`config.mk`:
```
export PLATFORM = sky130hd
export DESIGN_NAME = controle_rolhas
export DESIGN_NICKNAME = d
export VERILOG_FILES = /design/src/rtl/controle_rolhas.sv
export SDC_FILE = /design/constraint.sdc
export NUM_CORES = 1
export LEC_CHECK = 0
export ABC_AREA = 1
export CELL_PAD_IN_SITES_DETAIL_PLACEMENT = 1
export CELL_PAD_IN_SITES_GLOBAL_PLACEMENT = 1
export CORE_AREA = 2 2 89 91
export CTS_CLUSTER_DIAMETER = 100
export DETAILED_ROUTE_END_ITERATION = 7
export DIE_AREA = 0 0 91 93
export HOLD_SLACK_MARGIN = 0.03
export PLACE_DENSITY_LB_ADDON = 0.3
export SLEW_MARGIN = 20
export SYNTH_ARGS = -nofsm -noshare
export SYNTH_HDL_FRONTEND = slang
export SYNTH_SLANG_ARGS = --single-unit
```
`constraint.sdc`:
```
create_clock -name CLOCK -period 1.5 [get_ports CLOCK]
set_input_delay 0.3 -clock CLOCK [delete_from_list [all_inputs] [get_ports CLOCK]]
set_output_delay 0.3 -clock CLOCK [all_outputs]
set_load 0.02 [all_outputs]
```
`src/rtl/controle_rolhas.sv`:
```
// Purpose : corking-station sequencer; drives the cork down-counter and the actuator, halts the line on empty stock.
// Latency : Moore outputs are registered and change on the same edge as the state they belong to.
// Backpres: none; the conveyor is stopped while a bottle is sealed, the stock is empty or a fault is pending.
//
// Ports:
//   CLOCK, RESET_N           rising-edge clock, asynchronous active-low reset
//   SENSOR_GARRAFA           bottle present at the station
//   CORK_DONE                actuator reports the cork is in
//   REFILL_REQ, CLEAR_FAULT  operator refill button and fault acknowledge
//   COUNT, ZERO              cork stock and zero flag from the external counter
//   CNT_ENABLE/LOAD/DADOS    decrement strobe, load strobe and load value for that counter
//   ACTUATOR_GO, CONVEYOR_RUN actuator command and conveyor motor enable
//   ALARM_EMPTY, ALARM_LOW, FAULT  status flags
//   SEALED_COUNT             bottles sealed since reset (wraps)
module controle_rolhas #(
  parameter int REFILL_QTY  = 99,
  parameter int LOW_THRESH  = 10,
  parameter int TIMEOUT_CYC = 1000,
  parameter int TIMER_W     = 16
) (
  input  logic        CLOCK,
  input  logic        RESET_N,
  input  logic        SENSOR_GARRAFA,
  input  logic        CORK_DONE,
  input  logic        REFILL_REQ,
  input  logic        CLEAR_FAULT,
  input  logic [6:0]  COUNT,
  input  logic        ZERO,
  output logic        CNT_ENABLE,
  output logic        CNT_LOAD,
  output logic [6:0]  CNT_DADOS,
  output logic        ACTUATOR_GO,
  output logic        CONVEYOR_RUN,
  output logic        ALARM_EMPTY,
  output logic        ALARM_LOW,
  output logic        FAULT,
  output logic [15:0] SEALED_COUNT
);

  localparam logic [TIMER_W-1:0] timer_last = TIMER_W'(TIMEOUT_CYC - 1);
  localparam logic [6:0]         refill_val = 7'(REFILL_QTY);
  localparam logic [6:0]         low_val    = 7'(LOW_THRESH);

  typedef enum logic [2:0] {
    S_IDLE,
    S_SEAL,
    S_DECR,
    S_RELEASE,
    S_EMPTY,
    S_LOAD,
    S_WAITREL,
    S_FAULT
  } state_t;

  // Registered Moore outputs kept together so they reset and update as one word.
  typedef struct packed {
    logic cnt_enable;
    logic cnt_load;
    logic actuator_go;
    logic conveyor_run;
    logic alarm_empty;
    logic fault;
  } outs_t;

  state_t             state_q, state_d;
  logic [TIMER_W-1:0] timer_q, timer_d;
  outs_t              outs_q, outs_d;
  logic               alarm_low_q;
  logic [15:0]        sealed_q;

  always_comb begin
    state_d = state_q;
    timer_d = timer_q;
    case (state_q)
      S_IDLE: begin
        if (ZERO) begin
          state_d = S_EMPTY;
        end else if (REFILL_REQ) begin
          state_d = S_LOAD;
        end else if (SENSOR_GARRAFA) begin
          state_d = S_SEAL;
          timer_d = '0;   // every seal starts a fresh timeout window
        end
      end
      S_SEAL: begin
        // A confirmation arriving on the last allowed cycle still counts as a seal.
        if (CORK_DONE) begin
          state_d = S_DECR;
        end else if (timer_q == timer_last) begin
          state_d = S_FAULT;
        end else begin
          timer_d = timer_q + 1'b1;
        end
      end
      S_DECR:    state_d = S_RELEASE;
      // Wait for the bottle to leave so a held sensor cannot trigger a second seal.
      S_RELEASE: if (!SENSOR_GARRAFA) state_d = S_IDLE;
      S_EMPTY:   if (REFILL_REQ) state_d = S_LOAD;
      S_LOAD:    state_d = S_WAITREL;
      // One load per button press: the button must be released first.
      S_WAITREL: if (!REFILL_REQ) state_d = S_IDLE;
      S_FAULT:   if (CLEAR_FAULT) state_d = S_RELEASE;
      default:   state_d = S_IDLE;
    endcase
  end

  // Outputs decoded from the next state so they are registered alongside it.
  always_comb begin
    outs_d = '0;
    case (state_d)
      S_IDLE:    outs_d.conveyor_run = 1'b1;
      S_SEAL:    outs_d.actuator_go  = 1'b1;
      S_DECR:    outs_d.cnt_enable   = !ZERO;   // never decrement an empty counter
      S_RELEASE: outs_d.conveyor_run = 1'b1;
      S_EMPTY:   outs_d.alarm_empty  = 1'b1;
      S_LOAD:    outs_d.cnt_load     = 1'b1;
      S_FAULT:   outs_d.fault        = 1'b1;
      default:   outs_d = '0;
    endcase
  end

  always_ff @(posedge CLOCK or negedge RESET_N) begin
    if (!RESET_N) begin
      state_q     <= S_IDLE;
      timer_q     <= '0;
      outs_q      <= '0;
      alarm_low_q <= 1'b0;
      sealed_q    <= '0;
    end else begin
      state_q     <= state_d;
      timer_q     <= timer_d;
      outs_q      <= outs_d;
      alarm_low_q <= (COUNT != 7'd0) && (COUNT <= low_val);
      if (state_q == S_SEAL && state_d == S_DECR) begin
        sealed_q <= sealed_q + 16'd1;
      end
    end
  end

  assign CNT_ENABLE   = outs_q.cnt_enable;
  assign CNT_LOAD     = outs_q.cnt_load;
  assign CNT_DADOS    = refill_val;
  assign ACTUATOR_GO  = outs_q.actuator_go;
  assign CONVEYOR_RUN = outs_q.conveyor_run;
  assign ALARM_EMPTY  = outs_q.alarm_empty;
  assign ALARM_LOW    = alarm_low_q;
  assign FAULT        = outs_q.fault;
  assign SEALED_COUNT = sealed_q;

endmodule
```
# Word-level counts from Yosys, hierarchy flattened
# Cells that the tools add are included.
word_totals:
  elab_cells: 63
  out_inout_bits: 30
  input_bits: 14
  regBits: 42
op_classes:
  n_lt_le_gt_ge: 1
  n_eq_ne: 19
  n_addsub: 2
  mux: 22
  reduce_logical: 9
ops:
  columns: ["cell", "count"]
  rows:
  - ["two-way mux 16 bit", 5]
  - ["adder 16 x 1 -> 16 bit (second input constant)", 2]
  - ["case mux 16 bit (2 select lines)", 1]
  - ["two-way mux 3 bit", 9]
  - ["case mux 3 bit (8 select lines)", 1]
  - ["== test 3 bit (second input constant)", 7]
  - ["== test 16 x 10 -> 1 bit (second input constant)", 1]
  - ["== test 3 x 2 -> 1 bit (second input constant)", 4]
  - ["inequality test 2 bit (second input constant)", 5]
  - ["less-or-equal comparator 7 x 4 -> 1 bit (second input constant)", 1]
  - ["nonzero test 7 bit", 1]
  - ["== test 3 x 1 -> 1 bit (second input constant)", 2]
  - ["logical NOT 3 bit", 2]
  - ["two-way mux 1 bit", 6]
  - ["AND reduction 6 bit", 1]
  - ["logical AND 1 bit", 2]
  - ["nonzero test 2 bit", 1]
  - ["OR reduction 2 bit", 1]
  - ["logical NOT 1 bit", 1]

# Depth between registers and ports, before layout
# Gate-level depths: netlist of the first run.
logic_depth:
  depth_word: 7
  mapped_depth: 11
  mapped_depth_nobuf: 10

# Least setup slack after synthesis of the first run
# No wires, ideal clock.
synth_path:
  path_kind: "flip-flop to flip-flop"
  from: "reg timer_q[0]"
  to: "reg timer_q[10]"
  period_less_slack_ns: 1.552
  n_path_buf: 2
  stages_incl_launch_ff: 11
  t_arrival_ns: 1.434
  required_ns: 1.382
  setup_time_ns: 0.118
  path_slack_ns: -0.052
  path_cell_list: "dfrtp_1 > ha_1 > nand2_1 > inv_1 > nand2_1 > nor2_1 > nand3_1 > nand2_1 > buf_6 > buf_6 > o21ai_2"
synth_between:
  elab_chain_cells: 4
  word_cells_on_any_way: 7
  classes_between: "add/sub (1); eq/ne (2); mux (3); reduce/logical (1)"
synth_lines:
  columns: ["item", "line_no", "source"]
  rows:
  - ["start, declared", "66", "logic [TIMER_W-1:0] timer_q, timer_d;"]
  - ["start signal, assigned", "131", "timer_q <= timer_d;"]
  - ["adder 16 x 1 -> 16 bit", "92", "timer_d = timer_q + 1'b1;"]
  - ["two-way mux 16 bit", "89", "end else if (timer_q == timer_last) begin"]
  - ["two-way mux 16 bit", "87", "if (CORK_DONE) begin"]
  - ["case mux 16 bit (2 select lines)", "74", "case (state_q)"]
# Parallel ways exist; a longest one is shown, timed or not. The select of a mux whose other input is x is not followed.
# A chain may end at the register's enable or synchronous reset.

# Worst setup path after layout of the first run
layout_path:
  from: "reg timer_q[1]"
  to: "reg timer_q[7]"
# Same word-level chain as after synthesis.

==> reports/results.tsv, run 1 <==
metric	value	unit
outcome	complete, but fails checks	
failing checks	negative setup slack	
WP data required	1.69	ns
Tot GR Track Use	0.180	
Clock Path Buffers	2	
final hold vios	0	
Design Power	5.65	mW
Period Utilization, post-route	1.05	
first-pass GRT wire length	12300	um
Initial Util	0.333	
Rows	32	
gpl congestion	0.787	
# DRC	0	
Peak Freq	635	MHz
Distinct cells, synth	28	
total CTS buffers	5	
setup slack after layout	-0.0741	ns
final setup fails	11	
Filler Cell Count	958	
crit path DAT	1.76	ns
Leak	1.91	nW
worst-path maximum fanout	6	
area of the die	0.00846	mm^2
Area growth, synth to finish	52.0	%
cell breakdown of the critical path	ha_2, nand2_2, inv_2, nand2_2, nor2_4, nand3_4, nand2_8, buf_6, inv_8, nand2_1, nand2_1	
total grt overflow	0	
Post-Synthesis Cells	346	
CTS H-tree depth	2	
Final Slew Violations	0	
vias in the first global route	2682	
largest net degree at the start of global routing	27	
Setup crit end kind	flop	
Async SR Flop Fraction	1.00	
DR vias	2586	
core area	0.00753	mm^2
Critical-path top delay cell	dfrtp_1	
worst-skew pair later-pin latency	0.30	ns
final net count	460	
Synth Warn #	0	
max_cap viols	0	
crit path time final	1.57	ns
ANT nets after route	0	
post-DR vias/cell	4.73	
pwr dens	1480	mW/mm^2
chip height	93	um
DP Worst Slack	-0.322	ns
# IOs	44	
CTS tree	built	
CP top delay family	simple AND/OR/NAND/NOR gates	
RSZ-0062 raised after global routing	true	
clk slew on worst S/H paths	0.09	ns
mean post-synth cell area	7.25	um^2
initial antenna violation count	0	
wire per inst	14.7	um
clock root buffer master	clkbuf_8	
clock skew	0.0121	ns
#FFs+latches synth	42	
EDFF count, synth	0	
HP Class	primary input to flop	
port bufs	36	
Post-DP HPWL	5400	um
Initial DRC Count	77	
Final Non-Filler Cells	547	
TritonRoute pass-1 iters	4	
Setup CP Type	flop to flop	
largest stage delay on the critical path	0.37	ns
post-synthesis sequential area ratio	0.419	
DP Cell Count	527	
Main synth FF type	dfrtp_1	
Netlist Area Pre-Place	0.00251	mm^2
Buf+Inv Stages, Crit Path	3	
fraction of layout cells with a size suffix above 1	0.317	
Routed WL	8040	um
VDD IR max	1.02	mV
Die Width	91	um
ANT cells	0	
Worst setup SP type	flop	
clock sinks	42	
==> where the power goes <==
part	leakage [nW]	internal, mW	total (mW)	switching [mW]
clock network	0.0472	0.371	0.797	0.426
logic	1.31	1.41	3.28	1.87
registers	0.548	1.37	1.58	0.213
total	1.91	3.15	5.65	2.50
==> state kept, by name, indices dropped and copies added, names as in the netlist <==
| register | count |
|---|---|
| FAULT | 1 |
| CNT_ENABLE | 1 |
| ALARM_EMPTY | 1 |
| state_q | 3 |
| CONVEYOR_RUN | 1 |
| CNT_LOAD | 1 |
| SEALED_COUNT | 16 |
| ALARM_LOW | 1 |
| timer_q | 16 |
| ACTUATOR_GO | 1 |
==> cell type report <==
class | count | area [um^2] | area share
multi-input combinational | 259 | 1510 | 0.395
inverter | 38 | 150 | 0.0394
tap | 102 | 128 | 0.0335
sequential | 42 | 1050 | 0.276
clock inverter | 2 | 12.5 | 0.00328
timing repair buffer | 98 | 881 | 0.231
clock buffer | 6 | 82.6 | 0.0217
==> worst paths after layout <==
check / from / to / slack, ns / cells after the start
max in group asynchronous: RESET_N / timer_q[3] / 0.52 / 3
max: timer_q[1] / timer_q[7] / -0.07 / 11
min in group asynchronous: RESET_N / timer_q[1] / 0.49 / 2
min: CORK_DONE / SEALED_COUNT[3] / 0.48 / 4
min reg2reg: SEALED_COUNT[8] / SEALED_COUNT[8] / 0.53 / 1
max reg2reg: timer_q[1] / timer_q[7] / -0.07 / 11
==> cell families after synthesis <==
kind of cell / count (synthesis) / synth area share
AO/OA/AOI/OAI: 23 / 0.0569
XOR/XNOR: 16 / 0.0559
adder cells (fa/ha/maj): 2 / 0.00997
buffers and inverters: 50 / 0.0923
flip-flops: 42 / 0.419
other: 2 / 0.00299
AND/OR/NAND/NOR: 211 / 0.363
==> cells in the mapped netlist (6+ instances only) <==
library cell,number,share of area
nand2_1,107,0.16
o21ai_2,6,0.021
inv_1,36,0.054
nand3_1,26,0.052
o21ai_0,8,0.016
nand4_1,11,0.027
buf_4,7,0.021
nor3_1,7,0.014
nor2_1,50,0.075
xor2_1,13,0.045
o21ai_1,7,0.014
dfrtp_1,42,0.42
==> metrics by stage <==
stage	hold WS (ns)	TNS, ns	instance area [um^2]	util
floorplan	0.00441	-0.0265	2530	-
global placement	0.269	-6.43	3310	0.440
detailed placement	0.272	-6.48	3310	0.440
CTS	0.500	-0.764	3530	0.469
global route	0.506	-2.05	3810	0.506
finish	0.482	-0.293	3810	0.506
==> layer usage <==
layer | up-vias | routed length, um | track usage
met1 | 1263 | 3430 | 0.217
met3 | 9 | 238 | 0.0346
met4 | 0 | 119 | 0.0568
met5 | - | 0 | 0
met2 | 43 | 4260 | 0.325
li1 | 1271 | - | -
==> worst reg2reg max path, stage by stage, from the launching register on <==
cell	delay, ns
dfrtp_1	0.37
ha_2	0.20
nand2_2	0.06
inv_2	0.06
nand2_2	0.06
nor2_4	0.15
nand3_4	0.14
nand2_8	0.13
buf_6	0.13
inv_8	0.04
nand2_1	0.06
nand2_1	0.06
==> layout by cell type, fill, tap and decap left out, drive strengths merged, types with 13 or more instances in the layout <==
cell type / count
buf: 61
o21ai: 21
xor2: 13
nand3: 26
dfrtp: 42
inv: 38
nor2: 52
nand2: 112
dlygate4sd2: 23
==> repair_timing <==
item | CTS | global route
cloned | 2 | 1
hold buffers | 1 | 0
buffers inserted | 3 | 8
endpoints found under the hold margin | 16 | 0
gates resized for setup | 57 | 61
pin swaps | 10 | 24
endpoints found under the setup margin | 44 | 26
Power figures use the tool's default switching activity.
==> run 2: changes to the inputs <==
--- a/config.mk
+++ b/config.mk
@@ -8,10 +8,11 @@
 export ABC_AREA = 1
 export CELL_PAD_IN_SITES_DETAIL_PLACEMENT = 1
 export CELL_PAD_IN_SITES_GLOBAL_PLACEMENT = 1
-export CORE_AREA = 2 2 89 91
+export CORE_AREA = 2 2 70 98
 export CTS_CLUSTER_DIAMETER = 100
+export CTS_CLUSTER_SIZE = 16
 export DETAILED_ROUTE_END_ITERATION = 7
-export DIE_AREA = 0 0 91 93
+export DIE_AREA = 0 0 72 100
 export HOLD_SLACK_MARGIN = 0.03
 export PLACE_DENSITY_LB_ADDON = 0.3
 export SLEW_MARGIN = 20
==> constraint.sdc (replaced) <==
create_clock -name CLOCK -period 2 [get_ports CLOCK]
set_input_delay 0.4 -clock CLOCK [delete_from_list [all_inputs] [get_ports CLOCK]]
set_output_delay 0.4 -clock CLOCK [all_outputs]
set_load 0.02 [all_outputs]
==> run 2 against run 1 <==
  * Largest power group unchanged
  * Hold slack worse by 0.46 ns
  * The run now ends clean
  * First-iteration DRC count rose by 34%
  * Via count is 11% lower
==> reports/results.tsv, run 2 (synthesized netlist as in run 1, its figures left out) <==
metric	value	unit
commonest non-fill, non-tap cell in the layout	nand2_1	
total CTS buffers	5	
final hold vios	0	
Hold Buf Count CTS	0	
Tot GR Track Use	0.191	
total grt overflow	0	
vias in the first global route	2448	
Peak Freq	566	MHz
# resized after CTS	0	
Clock Path Buffers	2	
DP Cell Count	460	
worst-path maximum fanout	5	
pwr dens	1080	mW/mm^2
CTS H-tree depth	2	
Initial DRC Count	103	
port bufs	36	
Clock power frac	0.172	
crit path time final	1.77	ns
ANT cells	0	
CTS tree	built	
Critical-path top delay cell	clkdlybuf4s50_1	
Net Sw Power	1.42	mW
Rows	35	
Setup crit end kind	primary output	
first-pass GRT wire length	11000	um
Period Utilization, post-route	0.884	
core area	0.00644	mm^2
Worst setup SP type	flop	
area of the die	0.00720	mm^2
RSZ-0062 raised after global routing	false	
DR vias	2295	
Leak	1.47	nW
cell breakdown of the critical path	clkdlybuf4s50_1	
clock skew	0.00876	ns
Sum Neg Setup Slack	0	ns
Final Slew Violations	0	
WHS	0.0249	ns
Final Instance Area	0.00310	mm^2
Routed WL	6160	um
final net count	409	
TritonRoute pass-1 iters	4	
Setup CP Type	flop to primary output	
Area growth, synth to finish	23.6	%
Die Width	72	um
Final Non-Filler Cells	468	
Int Power	1.94	mW
combinational fraction of design power	0.468	
wire per inst	13.2	um
initial antenna violation count	0	
HP Class	primary input to async pin	
ANT nets after route	0	
Initial Util	0.390	
most frequent cells in the layout	106 x nand2_1, 50 x nor2_1, 42 x dfrtp_1	
# DRC	0	
Post-DP HPWL	4940	um
Sw Ratio	0.424	
worst-skew pair later-pin latency	0.29	ns
fraction of layout cells with a size suffix above 1	0.0914	
outcome	finished clean	
crit path DAT	1.37	ns
clk slew on worst S/H paths	0.09	ns
placed instance area	0.00301	mm^2
Post CTS Setup Buffer Count	0	
Filler Cell Count	835	
chip height	100	um
Buf+Inv Stages, Crit Path	1	
VDD IR max	0.465	mV
largest stage delay on the critical path	0.63	ns
clock sinks	42	
gpl congestion	0.843	
post-DR vias/cell	4.90	
final setup fails	0	
largest net degree at the start of global routing	18	
CP top delay family	buffers and inverters	
max_cap viols	0	
WP data required	1.60	ns
# IOs	44	
clock root buffer master	clkbuf_8	
setup slack after layout	0.233	ns
sequential share of power	0.359	
DP Worst Slack	0.0709	ns
## run 2: cell count changes in the layout (fill, tap and decap cells not counted), moves of 8 or more
cell | before | now
buf_4 | 49 | 8
clkdlybuf4s50_1 | 11 | 35
dlygate4sd2_1 | 23 | 0
nand2_1 | 86 | 106
nor2_1 | 36 | 50
nand2_2 | 14 | 5
nand2_4 | 10 | 1
nor2_4 | 9 | 1
## run 2: final cells by class
| cell class | instances | area, um^2 | area share |
|---|---|---|---|
| flip-flops and latches | 42 | 1050 | 0.339 |
| well taps | 74 | 92.6 | 0.0299 |
| repair buffers | 47 | 475 | 0.153 |
| inverters | 38 | 143 | 0.0460 |
| clock inverters | 1 | 5.00 | 0.00161 |
| clock buffers | 7 | 86.3 | 0.0278 |
| multi-input cells | 259 | 1250 | 0.402 |
## run 2: path summary, 6_finish.rpt
path / startpoint / end / slack, ns / cells after the start
worst max-delay path: SEALED_COUNT[13] / SEALED_COUNT[13] / 0.23 / 1
worst min-delay path: RESET_N / SEALED_COUNT[9] / 0.02 / 1
worst max register to register: timer_q[0] / timer_q[5] / 0.27 / 10
worst min register to register: timer_q[15] / timer_q[15] / 0.53 / 2
max in group asynchronous: RESET_N / state_q[1] / 1.40 / 2
min in group CLOCK: timer_q[15] / timer_q[15] / 0.53 / 2
## run 2: power groups by stage
stage	combinational (mW)	sequential, mW	clock, mW
after floorplan	0.806	1.35	0
after global placement	1.54	1.22	0
after detailed placement	1.59	1.23	0
after CTS	1.60	1.21	0.604
after global routing	1.77	1.24	0.633
final	1.57	1.21	0.579
## run 2: through the flow
stage | util | total power, mW
final | 0.482 | 3.36
after global routing | 0.482 | 3.64
after CTS | 0.481 | 3.42
after detailed placement | 0.467 | 2.82
after global placement | 0.467 | 2.76
after floorplan | - | 2.15
## run 2: per-layer routing
| layer | vias up | track usage | share of wire |
|---|---|---|---|
| li1 | 1164 | - | - |
| met1 | 1090 | 0.217 | 0.41 |
| met2 | 35 | 0.360 | 0.55 |
| met3 | 6 | 0.0251 | 0.023 |
| met4 | 0 | 0.0668 | 0.015 |
| met5 | - | 0 | 0 |
